**src/rtl/ascon_pack.sv**
```systemverilog
// Shared types and constants for the ASCON-128 encryption control FSM.
// Latency: n/a (package only).
// Backpressure: n/a (package only).
package ascon_pack;

    typedef enum logic [2:0] {
        ST_IDLE,
        ST_INIT,
        ST_AD_WAIT,
        ST_AD,
        ST_PT_WAIT,
        ST_PT,
        ST_FINAL,
        ST_DONE
    } state_t;

    localparam logic [3:0] P12_FIRST  = 4'd0;
    localparam logic [3:0] P6_FIRST   = 4'd6;
    localparam logic [3:0] ROUND_LAST = 4'd11;

    // Round shown while waiting for a PT block. The last block goes straight
    // into the p12 finalisation, so it starts at round 0 instead of 6.
    function automatic logic [3:0] pt_wait_round(input logic [3:0] pt_rem);
        return (pt_rem <= 4'd1) ? P12_FIRST : P6_FIRST;
    endfunction

endpackage

```
**src/rtl/ascon_fsm_ctrl_if.sv**
```systemverilog
// Block source handshake towards the ASCON control FSM (start, counts, block valid/ready).
// Latency: n/a (signal bundle only).
// Backpressure: block_rdy is driven by the FSM; the source holds block_vld until it is seen.
interface ascon_fsm_ctrl_if;

    logic       start;
    logic [3:0] ad_blocks;
    logic [3:0] pt_blocks;
    logic       block_vld;
    logic       block_rdy;

    modport master (output start, output ad_blocks, output pt_blocks, output block_vld,
                    input  block_rdy);
    modport slave  (input  start, input  ad_blocks, input  pt_blocks, input  block_vld,
                    output block_rdy);

endinterface

```
**src/rtl/ascon_round_counter.sv**
```systemverilog
// 4-bit permutation round index with load, increment and last-round flag.
// Latency: new value visible one cycle after load/enable.
// Backpressure: none; holds its value when neither load nor enable is set.
module ascon_round_counter
    import ascon_pack::*;
(
    input  logic       clock_i,
    input  logic       rst_i,
    input  logic       load_i,
    input  logic [3:0] load_val_i,
    input  logic       en_i,
    output logic [3:0] round_o,
    output logic       last_o
);

    logic [3:0] round_q;
    logic [3:0] round_d;

    // Next round: load wins over increment; increment saturates at the last round.
    always_comb begin
        round_d = round_q;
        if (load_i) begin
            round_d = load_val_i;
        end else if (en_i && (round_q < ROUND_LAST)) begin
            round_d = round_q + 4'd1;
        end
    end

    // Round register with synchronous reset.
    always_ff @(posedge clock_i) begin
        if (rst_i) begin
            round_q <= '0;
        end else begin
            round_q <= round_d;
        end
    end

    assign round_o = round_q;
    assign last_o  = (round_q == ROUND_LAST);

endmodule

```
**src/rtl/ascon_fsm_ctrl.sv**
```systemverilog
// ASCON-128 encryption control: sequences p12 init, p6 per AD/PT block, p12 final + tag.
// Latency: 12 + 6/AD block + 6/non-last PT block + 12 cycles, +1 per stalled wait cycle.
// Backpressure: stalls in AD_WAIT/PT_WAIT with block_rdy high until block_vld; build option ASCON_ABORT_EN adds abort_i.
module ascon_fsm_ctrl
    import ascon_pack::*;
(
    input  logic            clock_i,
    input  logic            resetb_i,
`ifdef ASCON_ABORT_EN
    input  logic            abort_i,
`endif
    ascon_fsm_ctrl_if.slave bus,
    output logic            data_sel_o,
    output logic            en_xor_data_o,
    output logic            en_xor_key_o,
    output logic            en_xor_key_end_o,
    output logic            en_xor_lsb_o,
    output logic            en_reg_state_o,
    output logic            en_cipher_o,
    output logic            en_tag_o,
    output logic [3:0]      round_o,
    output logic            busy_o,
    output logic            cipher_valid_o,
    output logic            done_o
);

    state_t     state_q, state_d;
    logic [3:0] ad_rem_q, ad_rem_d;
    logic [3:0] pt_rem_q, pt_rem_d;
    logic       cipher_valid_q;
    logic       cnt_load, cnt_inc, cnt_last;
    logic [3:0] cnt_val, round;
    logic       rdy, abort;

`ifdef ASCON_ABORT_EN
    assign abort = abort_i && (state_q != ST_IDLE);
`else
    assign abort = 1'b0;
`endif

    ascon_round_counter u_round (
        .clock_i    (clock_i),
        .rst_i      (resetb_i),
        .load_i     (cnt_load),
        .load_val_i (cnt_val),
        .en_i       (cnt_inc),
        .round_o    (round),
        .last_o     (cnt_last)
    );

    // Output decode from registered state/round, next-state and counter control.
    // Only the handshake enables in the WAIT states look at block_vld directly.
    always_comb begin
        state_d          = state_q;
        ad_rem_d         = ad_rem_q;
        pt_rem_d         = pt_rem_q;
        cnt_load         = 1'b0;
        cnt_val          = P12_FIRST;
        cnt_inc          = 1'b0;
        rdy              = 1'b0;
        data_sel_o       = 1'b0;
        en_xor_data_o    = 1'b0;
        en_xor_key_o     = 1'b0;
        en_xor_key_end_o = 1'b0;
        en_xor_lsb_o     = 1'b0;
        en_reg_state_o   = 1'b0;
        en_cipher_o      = 1'b0;
        en_tag_o         = 1'b0;
        done_o           = 1'b0;
        case (state_q)
            ST_IDLE: begin
                if (bus.start) begin
                    ad_rem_d = bus.ad_blocks;
                    pt_rem_d = (bus.pt_blocks == 4'd0) ? 4'd1 : bus.pt_blocks;
                    cnt_load = 1'b1;
                    cnt_val  = P12_FIRST;
                    state_d  = ST_INIT;
                end
            end
            ST_INIT: begin
                en_reg_state_o = 1'b1;
                data_sel_o     = (round != P12_FIRST);
                cnt_inc        = 1'b1;
                if (cnt_last) begin
                    en_xor_key_end_o = 1'b1;
                    cnt_load         = 1'b1;
                    if (ad_rem_q == 4'd0) begin
                        en_xor_lsb_o = 1'b1;
                        cnt_val      = pt_wait_round(pt_rem_q);
                        state_d      = ST_PT_WAIT;
                    end else begin
                        cnt_val = P6_FIRST;
                        state_d = ST_AD_WAIT;
                    end
                end
            end
            ST_AD_WAIT: begin
                rdy        = 1'b1;
                data_sel_o = 1'b1;
                if (bus.block_vld) begin
                    en_xor_data_o  = 1'b1;
                    en_reg_state_o = 1'b1;
                    cnt_inc        = 1'b1;
                    state_d        = ST_AD;
                end
            end
            ST_AD: begin
                en_reg_state_o = 1'b1;
                data_sel_o     = 1'b1;
                cnt_inc        = 1'b1;
                if (cnt_last) begin
                    cnt_load = 1'b1;
                    if (ad_rem_q != 4'd0) begin
                        ad_rem_d = ad_rem_q - 4'd1;
                    end
                    if (ad_rem_q <= 4'd1) begin
                        en_xor_lsb_o = 1'b1;
                        cnt_val      = pt_wait_round(pt_rem_q);
                        state_d      = ST_PT_WAIT;
                    end else begin
                        cnt_val = P6_FIRST;
                        state_d = ST_AD_WAIT;
                    end
                end
            end
            ST_PT_WAIT: begin
                rdy        = 1'b1;
                data_sel_o = 1'b1;
                if (bus.block_vld) begin
                    en_xor_data_o  = 1'b1;
                    en_cipher_o    = 1'b1;
                    en_reg_state_o = 1'b1;
                    cnt_inc        = 1'b1;
                    if (pt_rem_q != 4'd0) begin
                        pt_rem_d = pt_rem_q - 4'd1;
                    end
                    if (pt_rem_q <= 4'd1) begin
                        en_xor_key_o = 1'b1;
                        state_d      = ST_FINAL;
                    end else begin
                        state_d = ST_PT;
                    end
                end
            end
            ST_PT: begin
                en_reg_state_o = 1'b1;
                data_sel_o     = 1'b1;
                cnt_inc        = 1'b1;
                if (cnt_last) begin
                    cnt_load = 1'b1;
                    cnt_val  = pt_wait_round(pt_rem_q);
                    state_d  = ST_PT_WAIT;
                end
            end
            ST_FINAL: begin
                en_reg_state_o = 1'b1;
                data_sel_o     = 1'b1;
                cnt_inc        = 1'b1;
                if (cnt_last) begin
                    en_xor_key_end_o = 1'b1;
                    en_tag_o         = 1'b1;
                    cnt_load         = 1'b1;
                    cnt_val          = P12_FIRST;
                    state_d          = ST_DONE;
                end
            end
            ST_DONE: begin
                done_o  = 1'b1;
                state_d = ST_IDLE;
            end
            default: begin
                cnt_load = 1'b1;
                state_d  = ST_IDLE;
            end
        endcase
        // Abort takes effect at the next edge; the round index is cleared with it.
        if (abort) begin
            state_d  = ST_IDLE;
            cnt_load = 1'b1;
            cnt_val  = P12_FIRST;
            cnt_inc  = 1'b0;
        end
    end

    // FSM state, remaining-block counts and the ciphertext-valid pulse.
    always_ff @(posedge clock_i) begin
        if (resetb_i) begin
            state_q        <= ST_IDLE;
            ad_rem_q       <= '0;
            pt_rem_q       <= '0;
            cipher_valid_q <= 1'b0;
        end else begin
            state_q        <= state_d;
            ad_rem_q       <= ad_rem_d;
            pt_rem_q       <= pt_rem_d;
            cipher_valid_q <= en_cipher_o && !abort;
        end
    end

    assign bus.block_rdy  = rdy;
    assign round_o        = round;
    assign busy_o         = (state_q != ST_IDLE);
    assign cipher_valid_o = cipher_valid_q;

endmodule

```
**src/flat_wrapper.sv**
```systemverilog
// flat-port wrapper written by rule: the top's interface ports become plain ports
module ascon_fsm_ctrl_flat import ascon_pack::*;
  (clock_i, resetb_i, data_sel_o, en_xor_data_o, en_xor_key_o, en_xor_key_end_o, en_xor_lsb_o, en_reg_state_o, en_cipher_o, en_tag_o, round_o, busy_o, cipher_valid_o, done_o, bus_start, bus_ad_blocks, bus_pt_blocks, bus_block_vld, bus_block_rdy);
  ascon_fsm_ctrl_if bus_i ();
  input  logic clock_i;
  input  logic resetb_i;
  output logic data_sel_o;
  output logic en_xor_data_o;
  output logic en_xor_key_o;
  output logic en_xor_key_end_o;
  output logic en_xor_lsb_o;
  output logic en_reg_state_o;
  output logic en_cipher_o;
  output logic en_tag_o;
  output logic [3:0] round_o;
  output logic busy_o;
  output logic cipher_valid_o;
  output logic done_o;
  input wire logic [$bits(bus_i.start)-1:0] bus_start;
  input wire logic [$bits(bus_i.ad_blocks)-1:0] bus_ad_blocks;
  input wire logic [$bits(bus_i.pt_blocks)-1:0] bus_pt_blocks;
  input wire logic [$bits(bus_i.block_vld)-1:0] bus_block_vld;
  output wire logic [$bits(bus_i.block_rdy)-1:0] bus_block_rdy;
  assign bus_i.start = bus_start;
  assign bus_i.ad_blocks = bus_ad_blocks;
  assign bus_i.pt_blocks = bus_pt_blocks;
  assign bus_i.block_vld = bus_block_vld;
  assign bus_block_rdy = bus_i.block_rdy;
  ascon_fsm_ctrl u_core (.clock_i(clock_i), .resetb_i(resetb_i), .bus(bus_i), .data_sel_o(data_sel_o), .en_xor_data_o(en_xor_data_o), .en_xor_key_o(en_xor_key_o), .en_xor_key_end_o(en_xor_key_end_o), .en_xor_lsb_o(en_xor_lsb_o), .en_reg_state_o(en_reg_state_o), .en_cipher_o(en_cipher_o), .en_tag_o(en_tag_o), .round_o(round_o), .busy_o(busy_o), .cipher_valid_o(cipher_valid_o), .done_o(done_o));
endmodule
```
**config.mk**
```make
export PLATFORM = sky130hd
export DESIGN_NAME = ascon_fsm_ctrl_flat
export DESIGN_NICKNAME = d
export VERILOG_FILES = /design/src/rtl/ascon_pack.sv /design/src/rtl/ascon_fsm_ctrl_if.sv /design/src/rtl/ascon_round_counter.sv /design/src/rtl/ascon_fsm_ctrl.sv /design/src/flat_wrapper.sv
export SDC_FILE = /design/constraint.sdc
export NUM_CORES = 1
export LEC_CHECK = 0
export ABC_AREA = 1
export BUFFER_PORTS_ARGS = -buffer_cell sky130_fd_sc_hd__buf_2
export CAP_MARGIN = 20
export CORE_UTILIZATION = 43
export CTS_CLUSTER_DIAMETER = 120
export DETAILED_ROUTE_END_ITERATION = 12
export GPL_TIMING_DRIVEN = 0
export PLACE_DENSITY = 0.64
export SYNTH_ARGS = -nofsm -noshare
export SYNTH_HDL_FRONTEND = slang
export SYNTH_HIERARCHICAL = 1
export SYNTH_SLANG_ARGS = --single-unit
export TNS_END_PERCENT = 20
```
**constraint.sdc**
```tcl
create_clock -name clock_i -period 2.1 [get_ports clock_i]
set_clock_uncertainty 0.15 [all_clocks]
set_input_delay 0.42 -clock clock_i [delete_from_list [all_inputs] [get_ports clock_i]]
set_output_delay 0.42 -clock clock_i [all_outputs]
set_load 0.01 [all_outputs]
```
==> impl_metrics.tcl, run 1 <==
set metrics [dict create \
    clkTransAtPathRegs_ns 0.09 \
    ff2ff_path_depth 9 \
    dieArea_um2 3300 \
    holdPathEnd "u_core/u_round/round_o[3]" \
    fin_util 0.605 \
    synthToLayoutAreaGrowth_pct 29.3 \
    p_int_mw 1.25 \
    die_y_um 57.5 \
    p_sw_mw 1.44 \
    dpl.hpwl_um 2420 \
    violations "DRC" \
    arrival_ns 1.45 \
    avgRoutedWirePerCell_um 10.6 \
    met2_usage 0.354 \
    hold_start "resetb_i" \
    grt_pass1_wl_um 5490 \
    coreArea_um2 2830 \
    outcome "finished, violations left" \
    clock.fmax_mhz 495 \
    ys_seq_area_frac 0.242 \
    drt-initial-drc-count 94 \
    rr_startpoint "u_core/u_round/round_o[0]" \
    grt_util_all_layers 0.210 \
    powerDensity_nw_per_um2 1570 \
    grt-ovfl-total 0 \
    antenna_cells 0 \
    vias_per_cell 4.97 \
    nets 288 \
    min-delay-path-class "in -> reg" \
    period_needed_ns 2.02 \
    syn_area_um2 1320 \
    dp_slack_ns -0.107 \
    rsz0062_at_grt "true" \
    ant_nets 0 \
    drive_above_1_share 0.313 \
    die_w_um 57.5 \
    finalSetupTns_ns 0 \
    met3_usage 0.0431 \
    path_max_fanout 10 \
    first_pass_iters 9 \
    synth.distinct_cells 27 \
    routabilityCongestion 0.896 \
    tritoncts "yes" \
    p_leak_nw 0.885 \
    placed_area_um2 1500 \
    power_frac_clock 0.057 \
    initial_core_util 0.467 \
    hold_viol 0 \
    synth.avg_cell_area_um2 5.73 \
    critPathLaunchType "flop" \
    ys_ff_latch 16 \
    clock_path_buffers 2 \
    ios 28 \
    critPathKind "reg -> out" \
    pwr-share-seq 0.222 \
    r2r_setup_slack_ns 0.20 \
    grt_max_degree 11 \
    num_rows 19 \
    cts_root_buffer "clkbuf_4" \
    fin_crit_sh 0.961 \
    h-tree-depth 1 \
    setup_violations 0 \
    required_ns 1.53 \
    holdPathStages 2 \
    p_sw_frac 0.535 \
    grt_antenna_before_repair 0 \
    r2r_end "u_core/u_round/round_o[3]" \
    drc 1 \
    p_comb_frac 0.721 \
    drt_wl_total_um 3160 \
    syn_inst 231 \
    io_buffers 27 \
    ir_worst_vdd_mv 0.685 \
    max_cap_viol_count 0 \
    layout_setup_ws_ns 0.0810 \
    grt_pass1_vias 1308 \
    clock_sinks 16 \
    dr_total_vias 1486 \
    yosys_warnings 6 \
    final_max_slew_viol_count 0 \
    numCtsBuffers 3 \
    whs_ns 0.231 \
    final_area_um2 1710 \
    end_kind "primary output" \
    nFillCells 288 \
    grt.busiest_layer "met2" \
    grtUsageMet1 0.277 \
    clk-insertion-delay-late_ns 0.28 \
]
-- how the worst max path moves through the flow --
stage	startpoint	endpoint	cells past startpoint
after CTS	u_core/u_round/round_o[1]	en_xor_key_end_o	6
final	u_core/state_q[0]	data_sel_o	7
after global routing	u_core/state_q[2]	en_xor_key_o	6
after floorplan	u_core/u_round/round_o[0]	u_core/u_round/round_o[3]	9
after detailed placement	u_core/u_round/round_o[0]	u_core/u_round/round_o[3]	9
after global placement	u_core/u_round/round_o[0]	u_core/u_round/round_o[3]	9
-- metrics by stage --
step | cells | power (mW)
after global placement | 290 | 2.22
after detailed placement | 290 | 2.23
final | 299 | 2.69
after global routing | 299 | 3.03
after floorplan | 232 | 1.84
after CTS | 294 | 2.44
-- cells in the final DEF, fill, tap and decap left out --
cell type,synthesis,routed
ha_4,0,4
nor2_2,3,3
or2_2,2,2
o21ai_0,10,8
buf_4,2,6
o21ai_2,0,2
buf_8,0,1
dfxtp_2,0,4
nand3_2,1,2
nor4_1,1,1
nand4_1,5,5
nand2_2,4,8
nand2_4,1,1
clkinv_2,1,1
a21oi_2,1,2
clkbuf_4,0,3
dfxtp_4,0,3
a22oi_2,0,1
a21oi_1,8,7
dfxtp_1,16,9
inv_4,0,3
conb_1,1,2
buf_2,0,27
inv_2,2,5
ha_1,6,2
nor3_4,0,1
nor2_8,1,1
inv_1,28,22
clkinv_1,1,1
nand3_1,14,13
o21ai_1,2,2
nor3_1,3,2
nand2_1,77,73
buf_6,0,1
nor2_1,38,36
nand3b_1,1,1
nor2_4,1,3
-- critical path, cell delays in order (launching register included) --
cell     delay (ns)
dfxtp_1        0.31
buf_6          0.14
inv_4          0.08
nand2_1        0.08
nor2_2         0.16
nor2_4         0.07
a22oi_2        0.18
buf_2          0.15
-- power by group through the flow --
stage / clock network [mW] / registers [mW] / logic, mW
6_report: 0.154 / 0.596 / 1.94
5_1_grt: 0.183 / 0.618 / 2.22
4_1_cts: 0.164 / 0.562 / 1.71
3_5_place_dp: 0 / 0.556 / 1.67
3_3_place_gp: 0 / 0.554 / 1.67
2_1_floorplan: 0 / 0.538 / 1.31
-- registers in the layout (all words and copies together) (netlist names) --
signal and flops:
u_core/pt_rem_q 4, u_core/u_round/round_o 4, u_core/state_q 3, u_core/ad_rem_q 4, u_core/cipher_valid_o 1
-- final cells by class --
class	count	area (um^2)	share of cell area
multi-input cells	182	977	0.571
flip-flops and latches	16	337	0.197
repair buffers	33	180	0.105
inverters	32	129	0.0753
well taps	31	38.8	0.0227
plain buffers	2	26.3	0.0154
clock buffers	3	22.5	0.0132
-- Yosys cell counts --
master | instances | area (um^2)
nand2_1 | 77 | 289
nor2_1 | 38 | 143
inv_1 | 28 | 105
dfxtp_1 | 16 | 320
nand3_1 | 14 | 70.1
o21ai_0 | 10 | 50.1
a21oi_1 | 8 | 40.0
ha_1 | 6 | 75.1
nand4_1 | 5 | 31.3
nand2_2 | 4 | 25.0
nor2_2 | 3 | 18.8
nor3_1 | 3 | 15.0
buf_4 | 2 | 15.0
inv_2 | 2 | 7.51
o21ai_1 | 2 | 10.0
or2_2 | 2 | 12.5
a21oi_2 | 1 | 8.76
a22oi_1 | 1 | 7.51
clkinv_1 | 1 | 3.75
clkinv_2 | 1 | 5.00
conb_1 | 1 | 3.75
nand2_4 | 1 | 11.3
nand3_2 | 1 | 10.0
nand3b_1 | 1 | 7.51
nor2_4 | 1 | 11.3
nor2_8 | 1 | 20.0
nor4_1 | 1 | 6.26
-- kinds of logic after synthesis --
family                   count (synthesis)  share of synthesized area
flip-flops                              16                      0.242
buffers and inverters                   34                      0.103
adder cells (fa/ha/maj)                  6                     0.0568
AO/OA/AOI/OAI                           22                     0.0880
other                                    1                    0.00284
AND/OR/NAND/NOR                        152                      0.507
-- routing by layer --
layer	vias to the layer above	wire length, um
li1	799	-
met2	26	1440
met5	-	0
met3	2	135
met1	659	1560
met4	0	20
-- what timing repair did --
action	in CTS	in global routing
setup endpoints to repair	9	11
gates resized for setup	12	33
pin swaps	0	4
buffers inserted	1	5
hold buffers	0	0
Note: power is estimated with default switching activity, not from simulation.
==> run 2, diff against run 1 <==
==> constraint.sdc (replaced) <==
create_clock -name clock_i -period 2.1 [get_ports clock_i]
set_clock_uncertainty 0.15 [all_clocks]
set_input_delay 0.315 -clock clock_i [delete_from_list [all_inputs] [get_ports clock_i]]
set_output_delay 0.315 -clock clock_i [all_outputs]
set_load 0.01 [all_outputs]
==> run 2 against run 1 <==
The run still ends with DRC left. First-iteration DRC count decreased by 22%. Sequential power decreased by 5.0%. Worst setup slack improved by 0.046 ns. Power decreased by 8.3%. Critical endpoint unchanged. Highest routed layer unchanged.
==> impl_metrics.tcl, run 2 (synthesized netlist as in run 1, its figures left out) <==
set metrics [dict create \
    power_frac_clock 0.063 \
    path_max_fanout 10 \
    holdPathEnd "u_core/u_round/round_o[3]" \
    dieArea_um2 3300 \
    critPathLaunchType "flop" \
    die_w_um 57.5 \
    clock_sinks 16 \
    ant_nets 0 \
    grt_antenna_before_repair 0 \
    p_comb_frac 0.708 \
    avgRoutedWirePerCell_um 10.3 \
    final_common_cell "nand2_1" \
    clkTransAtPathRegs_ns 0.09 \
    holdPathStages 2 \
    drc 1 \
    hold_viol 0 \
    violations "DRC" \
    hold_start "resetb_i" \
    routabilityCongestion 0.896 \
    dp_slack_ns -0.107 \
    critPathKind "reg -> out" \
    grt_pass1_wl_um 5410 \
    cts_root_buffer "clkbuf_4" \
    rr_startpoint "u_core/u_round/round_o[1]" \
    drt_wl_total_um 3040 \
    period_needed_ns 1.97 \
    drive_above_1_share 0.247 \
    end_kind "primary output" \
    r2r_end "u_core/u_round/round_o[3]" \
    min-delay-path-class "in -> reg" \
    clock.fmax_mhz 507 \
    nets 283 \
    max_cap_viol_count 0 \
    grt_pass1_vias 1289 \
    h-tree-depth 1 \
    drt-initial-drc-count 73 \
    outcome "finished, violations left" \
    layout_setup_ws_ns 0.127 \
    numCtsBuffers 3 \
    clk-insertion-delay-late_ns 0.28 \
    fin_crit_sh 0.940 \
    synthToLayoutAreaGrowth_pct 19.4 \
    vias_per_cell 4.95 \
    ios 28 \
    setup_violations 0 \
    first_pass_iters 8 \
    r2r_setup_slack_ns 0.16 \
    required_ns 1.63 \
    antenna_cells 0 \
    grt-ovfl-total 0 \
    initial_core_util 0.467 \
    p_leak_nw 0.849 \
    final_max_slew_viol_count 0 \
    num_rows 19 \
    dpl.hpwl_um 2420 \
    mostFrequentLayoutCells "nand2_1, nor2_1, buf_2" \
    tritoncts "yes" \
    io_buffers 27 \
    grt_max_degree 11 \
    p_sw_mw 1.34 \
    pwr-share-seq 0.229 \
    p_sw_frac 0.544 \
    p_int_mw 1.12 \
    ir_worst_vdd_mv 0.694 \
    rsz0062_at_grt "true" \
    die_y_um 57.5 \
    arrival_ns 1.51 \
    whs_ns 0.127 \
    clock_path_buffers 2 \
    dr_total_vias 1456 \
    grt_util_all_layers 0.207 \
    ff2ff_path_depth 9 \
    coreArea_um2 2830 \
    powerDensity_nw_per_um2 1560 \
]
## run 2: changes by cell type in the layout (fill, tap and decap cells not counted), moves of 3 or more
| cell | delta |
|---|---|
| inv_4 | -3 |
| nand2_1 | +3 |
| dfxtp_1 | +3 |
| nand2_2 | -3 |
| buf_4 | -4 |
| ha_4 | -4 |
| ha_2 | +3 |
## run 2: worst max path at each step
stage          cells past startpoint                 startpoint                         to  slack (ns)
6_report                           7          u_core/state_q[0]                 data_sel_o        0.13
5_1_grt                            6  u_core/u_round/round_o[1]           en_xor_key_end_o       -0.04
4_1_cts                            6  u_core/u_round/round_o[1]           en_xor_key_end_o       0.001
3_5_place_dp                       9  u_core/u_round/round_o[0]  u_core/u_round/round_o[3]       -0.11
3_3_place_gp                       9  u_core/u_round/round_o[0]  u_core/u_round/round_o[3]       -0.12
2_1_floorplan                      9  u_core/u_round/round_o[0]  u_core/u_round/round_o[3]        0.07
## run 2: layout make-up
class	instances	area, um^2
Timing Repair Buffer	28	143
Sequential cell	16	328
Multi-Input combinational cell	182	907
Tap cell	31	38.8
Buffer	2	18.8
Fill cell	315	1250
Inverter	32	121
Clock buffer	3	22.5
## run 2: layer usage
metal / track usage / part of all wire / vias up
met2: 0.347 / 0.45 / 26
met4: 0.0418 / 0.0066 / 0
met3: 0.0431 / 0.039 / 2
met1: 0.274 / 0.50 / 641
met5: 0 / 0 / -
li1: - / - / 787
## run 2: power by group through the flow
| stage | clock network (mW) | registers, mW | logic [mW] |
|---|---|---|---|
| finish | 0.154 | 0.566 | 1.75 |
| global route | 0.183 | 0.585 | 2.03 |
| CTS | 0.164 | 0.551 | 1.70 |
| detailed placement | 0 | 0.556 | 1.67 |
| global placement | 0 | 0.554 | 1.67 |
| floorplan | 0 | 0.538 | 1.31 |
## run 2: stage by stage
stage	utilization	std cells	setup TNS [ns]	instance area, um^2	power, mW
6_report	0.558	294	0	1580	2.47
3_5_place_dp	0.532	290	-0.145	1500	2.23
3_3_place_gp	0.532	290	-0.222	1500	2.22
4_1_cts	0.544	293	0	1540	2.41
2_1_floorplan	-	232	0	1330	1.84
5_1_grt	0.558	294	-0.0450	1580	2.80
## run 2: critical path, stage by stage (launching register included)
cell	delay (ns)
dfxtp_1	0.31
buf_4	0.18
inv_2	0.09
nand2_1	0.09
nor2_1	0.04
nor2_1	0.23
a22oi_1	0.13
buf_2	0.16
## run 2: timing repair
| action | 4_1_cts | 5_1_grt |
|---|---|---|
| buffers inserted | 0 | 1 |
| pin swaps | 0 | 2 |
| hold buffers | 0 | 0 |
| endpoints found under the setup margin | 8 | 10 |
| resized for setup | 5 | 15 |
==> run 3, diff against run 2 <==
- PLACE_DENSITY: 0.64 -> 0.63
- SYNTH_HIERARCHICAL: 1 -> default
==> run 3 against run 2 <==
The run now ends clean. Die area grew 5.0%. Clock power is 42% higher. Power decreased by 5.6%. Global-route usage is 3.2 points lower. Count of clock-buffer cells in the layout up 1. Non-clock buffer count up 3. Core utilization is 2.0 points lower. Critical path depth is the same. Combinational power decreased by 9%. Sequential power down 9.5%. Maximum frequency decreased by 2.1%. Sequential cell count stayed put.
==> impl_metrics.tcl, run 3 <==
set metrics [dict create \
    outcome "finished clean" \
    antenna_cells 0 \
    clk-insertion-delay-late_ns 0.30 \
    p_int_mw 1.14 \
    numCtsBuffers 3 \
    grt_util_all_layers 0.175 \
    power_frac_clock 0.094 \
    ys_ff_latch 16 \
    synth.avg_cell_area_um2 6.82 \
    fin_util 0.538 \
    relSlewSlack 0.784 \
    pwr-share-seq 0.220 \
    period_needed_ns 2.02 \
    clkTransAtPathRegs_ns 0.11 \
    ys_seq_area_frac 0.230 \
    dieArea_um2 3470 \
    die_w_um 58.9 \
    fin_crit_sh 0.960 \
    clock_sinks 16 \
    syn_inst 204 \
    ff2ff_path_depth 10 \
    rr_startpoint "u_core.u_round.round_o[0]" \
    nFillCells 338 \
    dr_total_vias 1314 \
    synth_area_leader_cell "dfxtp_1" \
    num_rows 20 \
    ant_nets 0 \
    syn_area_um2 1390 \
    dpl.hpwl_um 2230 \
    hold_viol 0 \
    required_ns 1.63 \
    crit_slowest_cell "dfxtp_1" \
    final_common_cell "nand2_1" \
    synth.distinct_cells 25 \
    holdPathStages 2 \
    cpLargestDelayFamily "flip-flops" \
    final_area_um2 1640 \
    yosysMostFrequentCell "nand2_1" \
    worst-path-buf-inv 2 \
    critPathKind "reg -> out" \
    p_sw_frac 0.511 \
    synth_commonest_cells "nand2_1, nor2_1, inv_1" \
    drc 0 \
    worst_slew_pin_slew_ns 0.321 \
    clock.fmax_mhz 496 \
    p_leak_nw 0.865 \
    avgRoutedWirePerCell_um 9.85 \
    placed_area_um2 1580 \
    coreArea_um2 3050 \
    holdPathEnd "u_core.state_q[1]" \
    drive_above_1_share 0.354 \
    critPathLaunchType "flop" \
    syn_nets 224 \
    synth-edff-count 0 \
    ir_worst_vdd_mv 0.716 \
    synthToLayoutAreaGrowth_pct 18.0 \
    register_area_um2 322 \
    slowest_delay_ns 0.32 \
    routabilityCongestion 0.867 \
    p_comb_frac 0.686 \
    synth_top_area_share 0.230 \
    setup_violations 0 \
    cts_root_buffer "clkbuf_4" \
    first_pass_iters 4 \
    worstSetupStartpoint "u_core.ad_rem_q[1]" \
    r2r_setup_slack_ns 0.49 \
    min-delay-path-class "in -> reg" \
    yosys_warnings 0 \
    grt_max_degree 11 \
    hold_start "resetb_i" \
    drt-initial-drc-count 44 \
    path_max_fanout 4 \
    end_kind "primary output" \
    multi_input_area_um2 931 \
    p_total_mw 2.33 \
    arrival_ns 1.55 \
    grt_antenna_before_repair 0 \
    nets 258 \
    io_buffers 27 \
    max_cap_viol_count 0 \
    clock_path_buffers 2 \
    vias_per_cell 4.68 \
    grt_pass1_vias 1042 \
    path_cells "inv_1 > ha_2 > nor2_1 > o21ai_2 > o21ai_1 > nor3_1 > buf_2" \
    tritoncts "yes" \
    async_flop_share 0 \
    ios 28 \
    p_sw_mw 1.19 \
    yosys-top-cells-area "dfxtp_1, nand2_1, ha_1" \
    initial_core_util 0.456 \
    whs_ns 0.0598 \
    drt_wl_total_um 2770 \
    finalSetupTns_ns 0 \
    r2r_end "u_core.u_round.round_o[2]" \
    powerDensity_nw_per_um2 1420 \
    synth_ff_type "dfxtp_1" \
    final_max_slew_viol_count 0 \
    die_y_um 58.9 \
    grt_pass1_wl_um 4530 \
    mostFrequentLayoutCells "nand2_1, buf_2, nor2_1" \
    h-tree-depth 1 \
    grt-ovfl-total 0 \
    cts_hold_buf 0 \
    cp.depth 7 \
]
[run 3: layout make-up]
cell class / instances / share of cell area
clock buffer: 4 / 0.0221
tap: 44 / 0.0335
sequential: 16 / 0.196
timing repair buffer: 29 / 0.0915
multi-input combinational: 157 / 0.567
buffer: 4 / 0.0236
inverter: 27 / 0.0663
[run 3: logic make-up after synthesis]
kind of cell / count (synthesis) / share of synthesized area
AND/OR/NAND/NOR: 111 / 0.425
AO/OA/AOI/OAI: 34 / 0.141
buffers and inverters: 31 / 0.106
flip-flops: 16 / 0.230
adder cells (fa/ha/maj): 8 / 0.0719
XOR/XNOR: 4 / 0.0252
[run 3: worst max path at each step]
stage                         endpoint
after floorplan           en_xor_lsb_o
after global placement    en_xor_lsb_o
after detailed placement  en_xor_lsb_o
after CTS                 en_xor_lsb_o
after global routing      en_xor_lsb_o
final                     en_xor_lsb_o
[run 3: metrics by stage]
stage / worst slack, ns / std cells
after floorplan: 0.494 / 204
after global placement: 0.315 / 275
after detailed placement: 0.328 / 275
after CTS: 0.0121 / 279
after global routing: -0.00705 / 281
final: 0.0839 / 281
[run 3: power groups by stage]
stage | clock [mW] | combinational (mW) | sequential, mW
final | 0.219 | 1.60 | 0.512
after global routing | 0.235 | 1.82 | 0.530
after CTS | 0.227 | 1.59 | 0.513
after detailed placement | 0 | 1.58 | 0.518
after global placement | 0 | 1.58 | 0.518
after floorplan | 0 | 1.27 | 0.512
[run 3: timing repair]
item                                   in CTS  in global routing
gates cloned                                0                  0
setup endpoints to repair                   1                  1
buffers inserted                            0                  2
gates resized for setup                     3                  2
endpoints found under the hold margin       0                  0
pin swaps                                   2                  2
[run 3: routing by layer]
layer / GRT usage / wire, um / vias to the layer above
li1: - / - / 718
met4: 0.0714 / 44 / 0
met5: 0 / 0 / -
met3: 0.0264 / 97 / 4
met2: 0.266 / 1200 / 26
met1: 0.246 / 1420 / 566
